==> config.mk <==
export PLATFORM = sky130hd
export DESIGN_NAME = seg_scan_capture
export DESIGN_NICKNAME = d
export VERILOG_FILES = /design/src/rtl/seg_pkg.sv /design/src/rtl/seg_pattern_decode.sv /design/src/rtl/seg_scan_capture.sv
export SDC_FILE = /design/constraint.sdc
export NUM_CORES = 1
export LEC_CHECK = 0
export CORE_AREA = 2 2 111 113
export CTS_BUF_LIST = sky130_fd_sc_hd__clkbuf_16
export DETAILED_ROUTE_END_ITERATION = 7
export DIE_AREA = 0 0 113 115
export HOLD_SLACK_MARGIN = 0.15
export SETUP_SLACK_MARGIN = 0.2
export SLEW_MARGIN = 20
export SYNTH_ARGS = -nofsm -noshare
export SYNTH_HDL_FRONTEND = slang
export SYNTH_SLANG_ARGS = --single-unit
==> constraint.sdc <==
create_clock -name clk -period 2.3 [get_ports clk]
set_input_delay 0.46 -clock clk [delete_from_list [all_inputs] [get_ports clk]]
set_output_delay 0.46 -clock clk [all_outputs]
set_load 0.02 [all_outputs]
==> src/rtl/seg_pkg.sv <==
// Shared constants for the seven-segment scan capture: segment codes,
// the blank pattern, FSM states and select-decoding helpers.
package seg_pkg;

    localparam int unsigned NUM_DIGITS = 4;

    // Active-low {g,f,e,d,c,b,a} codes, indexed by the hex value they show.
    localparam logic [6:0] SEG_CODES [16] = '{
        7'h40, 7'h79, 7'h24, 7'h30, 7'h19, 7'h12, 7'h02, 7'h78,
        7'h00, 7'h10, 7'h08, 7'h03, 7'h46, 7'h21, 7'h06, 7'h0E
    };

    localparam logic [6:0] SEG_BLANK = 7'h7F;

    typedef enum logic [1:0] {
        ST_IDLE   = 2'd0,
        ST_SETTLE = 2'd1,
        ST_HELD   = 2'd2
    } state_t;

    // A select is legal only when exactly one active-low anode is driven.
    function automatic logic an_legal(input logic [3:0] an);
        return ($countones(~an) == 1);
    endfunction

    function automatic logic [1:0] an_index(input logic [3:0] an);
        logic [1:0] idx;
        idx = '0;
        for (int unsigned i = 0; i < NUM_DIGITS; i++) begin
            if (!an[i]) idx = 2'(i);
        end
        return idx;
    endfunction

endpackage

==> src/rtl/seg_pattern_decode.sv <==
// Combinational lookup of a 7-bit active-low segment pattern into a hex
// nibble, with flags for a recognised code and for the all-off pattern.
module seg_pattern_decode
    import seg_pkg::*;
(
    input  logic [6:0] i_pattern,
    output logic       o_match,
    output logic       o_blank,
    output logic [3:0] o_nibble
);

    always_comb begin
        o_match  = 1'b0;
        o_blank  = (i_pattern == SEG_BLANK);
        o_nibble = '0;
        for (int unsigned i = 0; i < 16; i++) begin
            if (i_pattern == SEG_CODES[i]) begin
                o_match  = 1'b1;
                o_nibble = 4'(i);
            end
        end
    end

endmodule

==> src/rtl/seg_scan_capture.sv <==
// Recovers the four hex digits driven onto a multiplexed seven-segment
// display by sampling each digit once its anode and segment lines settle.
module seg_scan_capture
    import seg_pkg::*;
#(
    parameter int unsigned SETTLE = 4
) (
    input  logic        clk,
    input  logic        rst,
    input  logic [3:0]  AN,
    input  logic [7:0]  SEGMENT,
    output logic [15:0] hex,
    output logic [3:0]  points,
    output logic [3:0]  blank,
    output logic [3:0]  err,
    output logic        frame
);

    localparam logic [7:0] SETTLE_CNT = 8'(SETTLE);

    logic [3:0]  r_an;
    logic [7:0]  r_seg;
    logic [3:0]  r_an_p;
    logic [7:0]  r_seg_p;
    state_t      r_state;
    logic [7:0]  r_cnt;
    logic [15:0] r_hex;
    logic [3:0]  r_pts;
    logic [3:0]  r_blank;
    logic [3:0]  r_err;
    logic [3:0]  r_mask;
    logic        r_frame;

    logic        w_changed;
    logic        w_legal;
    logic [1:0]  w_idx;
    logic [3:0]  w_sel;
    logic [3:0]  w_mask_next;
    logic        w_match;
    logic        w_blank;
    logic [3:0]  w_nibble;

    assign w_changed   = (r_an != r_an_p) || (r_seg != r_seg_p);
    assign w_legal     = an_legal(r_an);
    assign w_idx       = an_index(r_an);
    assign w_sel       = 4'b0001 << w_idx;
    assign w_mask_next = r_mask | w_sel;

    seg_pattern_decode u_decode (
        .i_pattern (r_seg[6:0]),
        .o_match   (w_match),
        .o_blank   (w_blank),
        .o_nibble  (w_nibble)
    );

    always_ff @(posedge clk or posedge rst) begin
        if (rst) begin
            r_an    <= '1;
            r_seg   <= '1;
            r_an_p  <= '1;
            r_seg_p <= '1;
            r_state <= ST_IDLE;
            r_cnt   <= '0;
            r_hex   <= '0;
            r_pts   <= '0;
            r_blank <= '0;
            r_err   <= '0;
            r_mask  <= '0;
            r_frame <= 1'b0;
        end else begin
            r_an    <= AN;
            r_seg   <= SEGMENT;
            r_an_p  <= r_an;
            r_seg_p <= r_seg;
            r_frame <= 1'b0;

            case (r_state)
                ST_IDLE: begin
                    if (w_legal) begin
                        r_state <= ST_SETTLE;
                        r_cnt   <= 8'd1;
                    end else begin
                        r_cnt   <= '0;
                    end
                end

                ST_SETTLE, ST_HELD: begin
                    if (w_changed) begin
                        if (w_legal) begin
                            r_state <= ST_SETTLE;
                            r_cnt   <= 8'd1;
                        end else begin
                            r_state <= ST_IDLE;
                            r_cnt   <= '0;
                        end
                    end else if (r_state == ST_SETTLE) begin
                        if (r_cnt + 8'd1 == SETTLE_CNT) begin
                            // Stable long enough: take the sample on this edge.
                            r_state <= ST_HELD;
                            r_cnt   <= SETTLE_CNT;
                            r_pts[w_idx]   <= ~r_seg[7];
                            r_blank[w_idx] <= ~w_match & w_blank;
                            r_err[w_idx]   <= ~w_match & ~w_blank;
                            if (w_match) r_hex[{w_idx, 2'b00} +: 4] <= w_nibble;
                            if (w_mask_next == 4'hF) begin
                                r_mask  <= '0;
                                r_frame <= 1'b1;
                            end else begin
                                r_mask  <= w_mask_next;
                            end
                        end else begin
                            r_cnt <= r_cnt + 8'd1;
                        end
                    end
                end

                default: begin
                    r_state <= ST_IDLE;
                    r_cnt   <= '0;
                end
            endcase
        end
    end

    assign hex    = r_hex;
    assign points = r_pts;
    assign blank  = r_blank;
    assign err    = r_err;
    assign frame  = r_frame;

endmodule

# Yosys cells after proc, flatten, opt, wreduce, memory -nomap -nowiden
# Cells that the tools add are included.
# word_totals
reg_bits,67
inputBits,14
out_inout_bits,29
wordCells,121
# classes
n_addsub,5
magnitude_cmp,2
n_eq_ne,26
n_shift,3
n_mux,57
bitwise_logic,8
reduce_logical,8
# op_table
operator,n
$mux 4,9
$eq 7x7->1 const B,5
$mux 1,26
$mux 8,3
$eq 7x5->1 const B,3
$eq 7x6->1 const B,3
$bwmux 16,1
$mux 2,8
$pmux 8 s2,1
$shift 4x6->16 const A,1
$shiftx 4x6->16,1
$eq 7x2->1 const B,2
$eq 7x4->1 const B,2
$bwmux 4,3
$mux 3,4
$add 8x1->8 const B,1
$eq 8x3->1 const B,1
$ne 8x8->1,1
$eq 7x3->1 const B,1
$logic_not 7->1,1
$ne 3x3->1 const B,2
$neg 4->6,1
$reduce_and 5->1,1
$add 1x1->2,2
22 further kinds,26

# Depth between registers and ports, before layout
# logic_depth
word_depth,20
depth_mapped,9
ltp_nobuf,9

# Hierarchy
# From an unflattened synthesis, not the netlist that was laid out.
# unflattened
cells_unflattened,274
hier_area_um2,3274.4
# modules_own_cells
module,instances,cells_each,area_per_inst_um2,seq_area_each_um2
seg_scan_capture,1,219,2882.8,1706.6
seg_pattern_decode,1,55,391.6,0.0

# Worst setup path after synthesis
# No wires, ideal clock.
# synth_path
kind,reg-to-reg
from,reg r_seg[6]
to,"reg r_hex[13], in the netlist hex[13]"
setup_time_ps,128
arrival_ps,2342
required_time_ps,2172
slack_ps,-169
path_stages_with_launch,8
path_buffers,2
synth_period_minus_slack_ps,2469
cell_sequence,dfstp_2 clkbuf_1 xnor2_1 a32oi_1 or4b_2 buf_4 a41oi_2 mux2_1
# synth_via
elab_chain_cells,18
elab_cells_between_ends,53
classes_between,16 x eq/ne; 1 x shift; 32 x mux; 1 x bitwise; 3 x reduce/logical
# synth_rtl
item,line,rtl
from (decl),seg_scan_capture.sv:22,logic [7:0] r_seg;
from (signal assigned),seg_scan_capture.sv:59,r_seg <= '1;
from (signal assigned),seg_scan_capture.sv:72,r_seg <= SEGMENT;
$eq 7x7->1,seg_pattern_decode.sv:17,if (i_pattern == SEG_CODES[i]) begin
$mux 1,seg_pattern_decode.sv:17,
$mux 2 / $mux 1 (equally long branches) (2 in a row),seg_pattern_decode.sv:17,
$mux 3 / $mux 1 (equally long branches) (4 in a row),seg_pattern_decode.sv:17,
$mux 4 / $mux 1 (equally long branches) (8 in a row),seg_pattern_decode.sv:17,
$shiftx 4x6->16 / $mux 1 (equally long branches),"seg_scan_capture.sv:104, seg_pattern_decode.sv:17",
$bwmux 16 / $reduce_and 5->1 (equally long branches),n/a,
"to (signal, indexed assignment)",seg_scan_capture.sv:104,"if (w_match) r_hex[{w_idx, 2'b00} +: 4] <= w_nibble;"
to (decl),seg_scan_capture.sv:27,logic [15:0] r_hex;
# Several ways; a longest one is shown, not always the timed one.
# A chain may end at the register's enable or synchronous reset.

# Worst setup path after layout
# layout_path
from,reg r_an[3]
to,"reg r_hex[6], in the netlist hex[6]"
# layout_via
elab_chain_cells,4
elab_cells_between_ends,9
classes_between,1 x add/sub; 1 x eq/ne; 2 x shift; 2 x mux; 1 x bitwise; 2 x reduce/logical
# layout_rtl
item,line,rtl
from (decl),seg_scan_capture.sv:21,logic [3:0] r_an;
from (signal assigned),seg_scan_capture.sv:58,r_an <= '1;
from (signal assigned),seg_scan_capture.sv:71,r_an <= AN;
$mux 2 / $ne 4x4->1 (equally long branches),"seg_pkg.sv:30, seg_scan_capture.sv:43",
$neg 4->6 / $logic_or 1x1->1 (equally long branches),"seg_scan_capture.sv:104, seg_scan_capture.sv:43",
"$shiftx 4x6->16, or another cell as far along",seg_scan_capture.sv:104,
$bwmux 16 / $reduce_and 5->1 (equally long branches),n/a,
# Several ways; a longest one is shown, not always the timed one.

==> impl_metrics.ini <==
[outcome]
status = complete, but fails checks
violations = DRC, setup timing

[drt]
wire_per_inst_microns = 15.0
detail-route-antenna-nets = 0
drt-total-wl_mm = 8.65
avgViaCountPerCell = 4.98
first_iter_violations = 219
via_count = 2876
firstDrtPassIters = 7
drc = 8

[finish]
fin_nets = 447
diodes = 0
stdcell_count = 578
mostFrequentLayoutCells = 50 x buf_4, 43 x dfrtp_1, 42 x clkdlybuf4s50_1
area_growth_pct = 53.5
final_common_cell = buf_4
drive_gt1_share_pct = 42.5

[pwr]
power_density_nw_per_um2 = 600
power_mw = 3.17
peakVddDrop_mv = 0.376
p_leak_nw = 2.15

[job]
max-cap-violations = 0

[timing]
final_max_slew_viol_count = 0
max_freq_ghz = 0.428
worstMarginPinSlew_ps = 495
finalSetupViolCount = 8
max_slew_margin_pct = 66.7
setup_slack_ps = -34.8
worst_hold_slack_ps = 395
finalCritPeriodShare_pct = 102
clock_skew_ps = 7.00
finalCriticalPeriod_ps = 2330
hold_viol = 0
grt_setup_unrepaired = true

[global_route]
grt_pass1_vias = 2751
grt_first_pass_wirelength_mm = 13.8
grt_overflow_total = 0
antenna_found_initial = 0
grt_util_all_layers_pct = 13.3
grt_max_degree = 68

[floorplanning]
start_util_pct = 29.2
dieArea_sq_um = 13000
die_w_microns = 113
num_rows = 40
die_h_microns = 115
core_sq_um = 11800
pin_count = 43

[placement]
numPlacedInstances = 526
gp_congestion = 0.794
hpwl_mm = 5.68
portBuffers = 42

[clock_tree]
numCtsBuffers = 9
cts_sinks = 67
clk_pin_slew_ps = 60
cts_root_buf = clkbuf_16
hold_buffers = 0
worstSkewPairLatency_ps = 340
cts_tree = built
htree_levels = 3
cts_buffer_depth = 2

[logic_synthesis]
synthArstFlopShare_pct = 100
synth.avg_cell_area_sq_um = 10.8
yosysWarnings = 0
synthFlopType = dfrtp_1
synth.distinct_cells = 63
yosys_register_bits = 67
synth_nets = 341
syn_area_sq_um = 3440
synth_edf_count = 0
netlist_instances = 320
ys_seq_area_share_pct = 49.5

[setup_path]
worstPathCellList = buf_4 -> and4b_1 -> nand4_1 -> or4_4 -> a41oi_4 -> mux2_4
slowest_delay_ps = 580
slowest_stage = or4_4
end_kind = register
start_kind = register
critPathMaxFanout = 5
path_class = register to register
r2r_setup_slack_ps = -30
arrival_ps = 2560
required_ps = 2520

[worst_hold_path]
holdCritPathClass = register to register
## cell usage after synthesis, types with 3 or more instances
master,count,area [sq um]
dfstp_2,24,631
mux2_1,8,90.1
mux2i_1,5,50.1
nor3b_1,3,22.5
a21o_1,5,37.5
nand3_1,5,25.0
buf_2,3,15.0
ha_1,6,75.1
clkbuf_1,12,45.0
nand4_1,12,75.1
a41oi_2,3,48.8
nand2_1,22,82.6
or4_1,5,37.5
nor2_1,20,75.1
a21oi_1,13,65.1
dfrtp_1,43,1080
xnor2_1,13,114
inv_1,20,75.1
nor4_1,4,25.0
o31ai_1,7,52.6
nor3_1,6,30.0
nor2b_1,3,18.8
o21ai_0,16,80.1
mux2_2,4,45.0
a31o_2,4,35.0
or3_1,4,25.0
## what timing repair did
item / in CTS / in global routing
gates resized for setup: 23 / 54
pin swaps: 26 / 22
setup endpoints to repair: 31 / 43
buffers inserted: 21 / 15
## critical path: cells and delay by family (launching register included)
| kind | cells | cell delay (ps) |
|---|---|---|
| AOI/OAI and AO/OA | 1 | 270 |
| and+or+nand+nor | 3 | 900 |
| muxes | 1 | 330 |
| DFF | 1 | 570 |
| buffers and inverters | 1 | 150 |
## metal layers
metal  part of all wire, %  global-route usage (%)  vias up
met5                     0                       0        -
met4                   1.3                    4.55        0
met3                   4.4                    3.22        9
met2                    48                    21.0       73
met1                    46                    18.0     1422
li1                      -                       -     1372
## registers in the layout (all words and copies together) (netlist names), 8 cells and up
| name | flops |
|---|---|
| r_cnt | 8 |
| hex | 16 |
| r_seg_p | 8 |
| r_seg | 8 |
## path summary, 6_finish.rpt
path,start,end,depth (start not counted)
max in group asynchronous,rst,r_an[2],3
setup reg to reg,r_an[3],hex[6],6
setup / recovery,r_an[3],hex[6],6
min in group asynchronous,rst,r_cnt[2],3
hold / removal,r_seg[1],r_seg_p[1],0
hold reg to reg,r_seg[1],r_seg_p[1],0
## power by group
group          switching, mW  internal [mW]  total [mW]
Combinational          0.303          0.294       0.596
Sequential            0.0328           1.23        1.27
Clock                  0.522          0.790        1.31
Total                  0.857           2.32        3.17
## stage by stage
| step | setup TNS, ps | util (%) | setup slack [ps] | area [sq um] |
|---|---|---|---|---|
| floorplan | 0 | - | 23.0 | 3630 |
| CTS | 0 | 41.7 | 49.0 | 4930 |
| detailed placement | -515 | 37.0 | -57.9 | 4370 |
| global route | -1050 | 44.8 | -92.6 | 5290 |
| finish | -107 | 44.8 | -34.8 | 5290 |
| global placement | -68.8 | 37.0 | -34.8 | 4370 |
## logic make-up after synthesis
family,Yosys count,share of synthesized area [%]
flip-flops,67,49.5
AO/OA/AOI/OAI,69,16.3
buffers and inverters,40,4.90
AND/OR/NAND/NOR,106,17.5
adder cells (fa/ha/maj),7,2.76
XOR/XNOR,14,3.56
multiplexers,17,5.38
## layout make-up
class                   count  area [sq um]
clock buffers              10           250
clock inverters             6          38.8
fillers                  1085          6520
inverters                  20          78.8
multi-input cells         213          1930
flip-flops and latches     67          1710
well taps                 147           184
repair buffers            115          1100
Power figures use the tool's default switching activity.
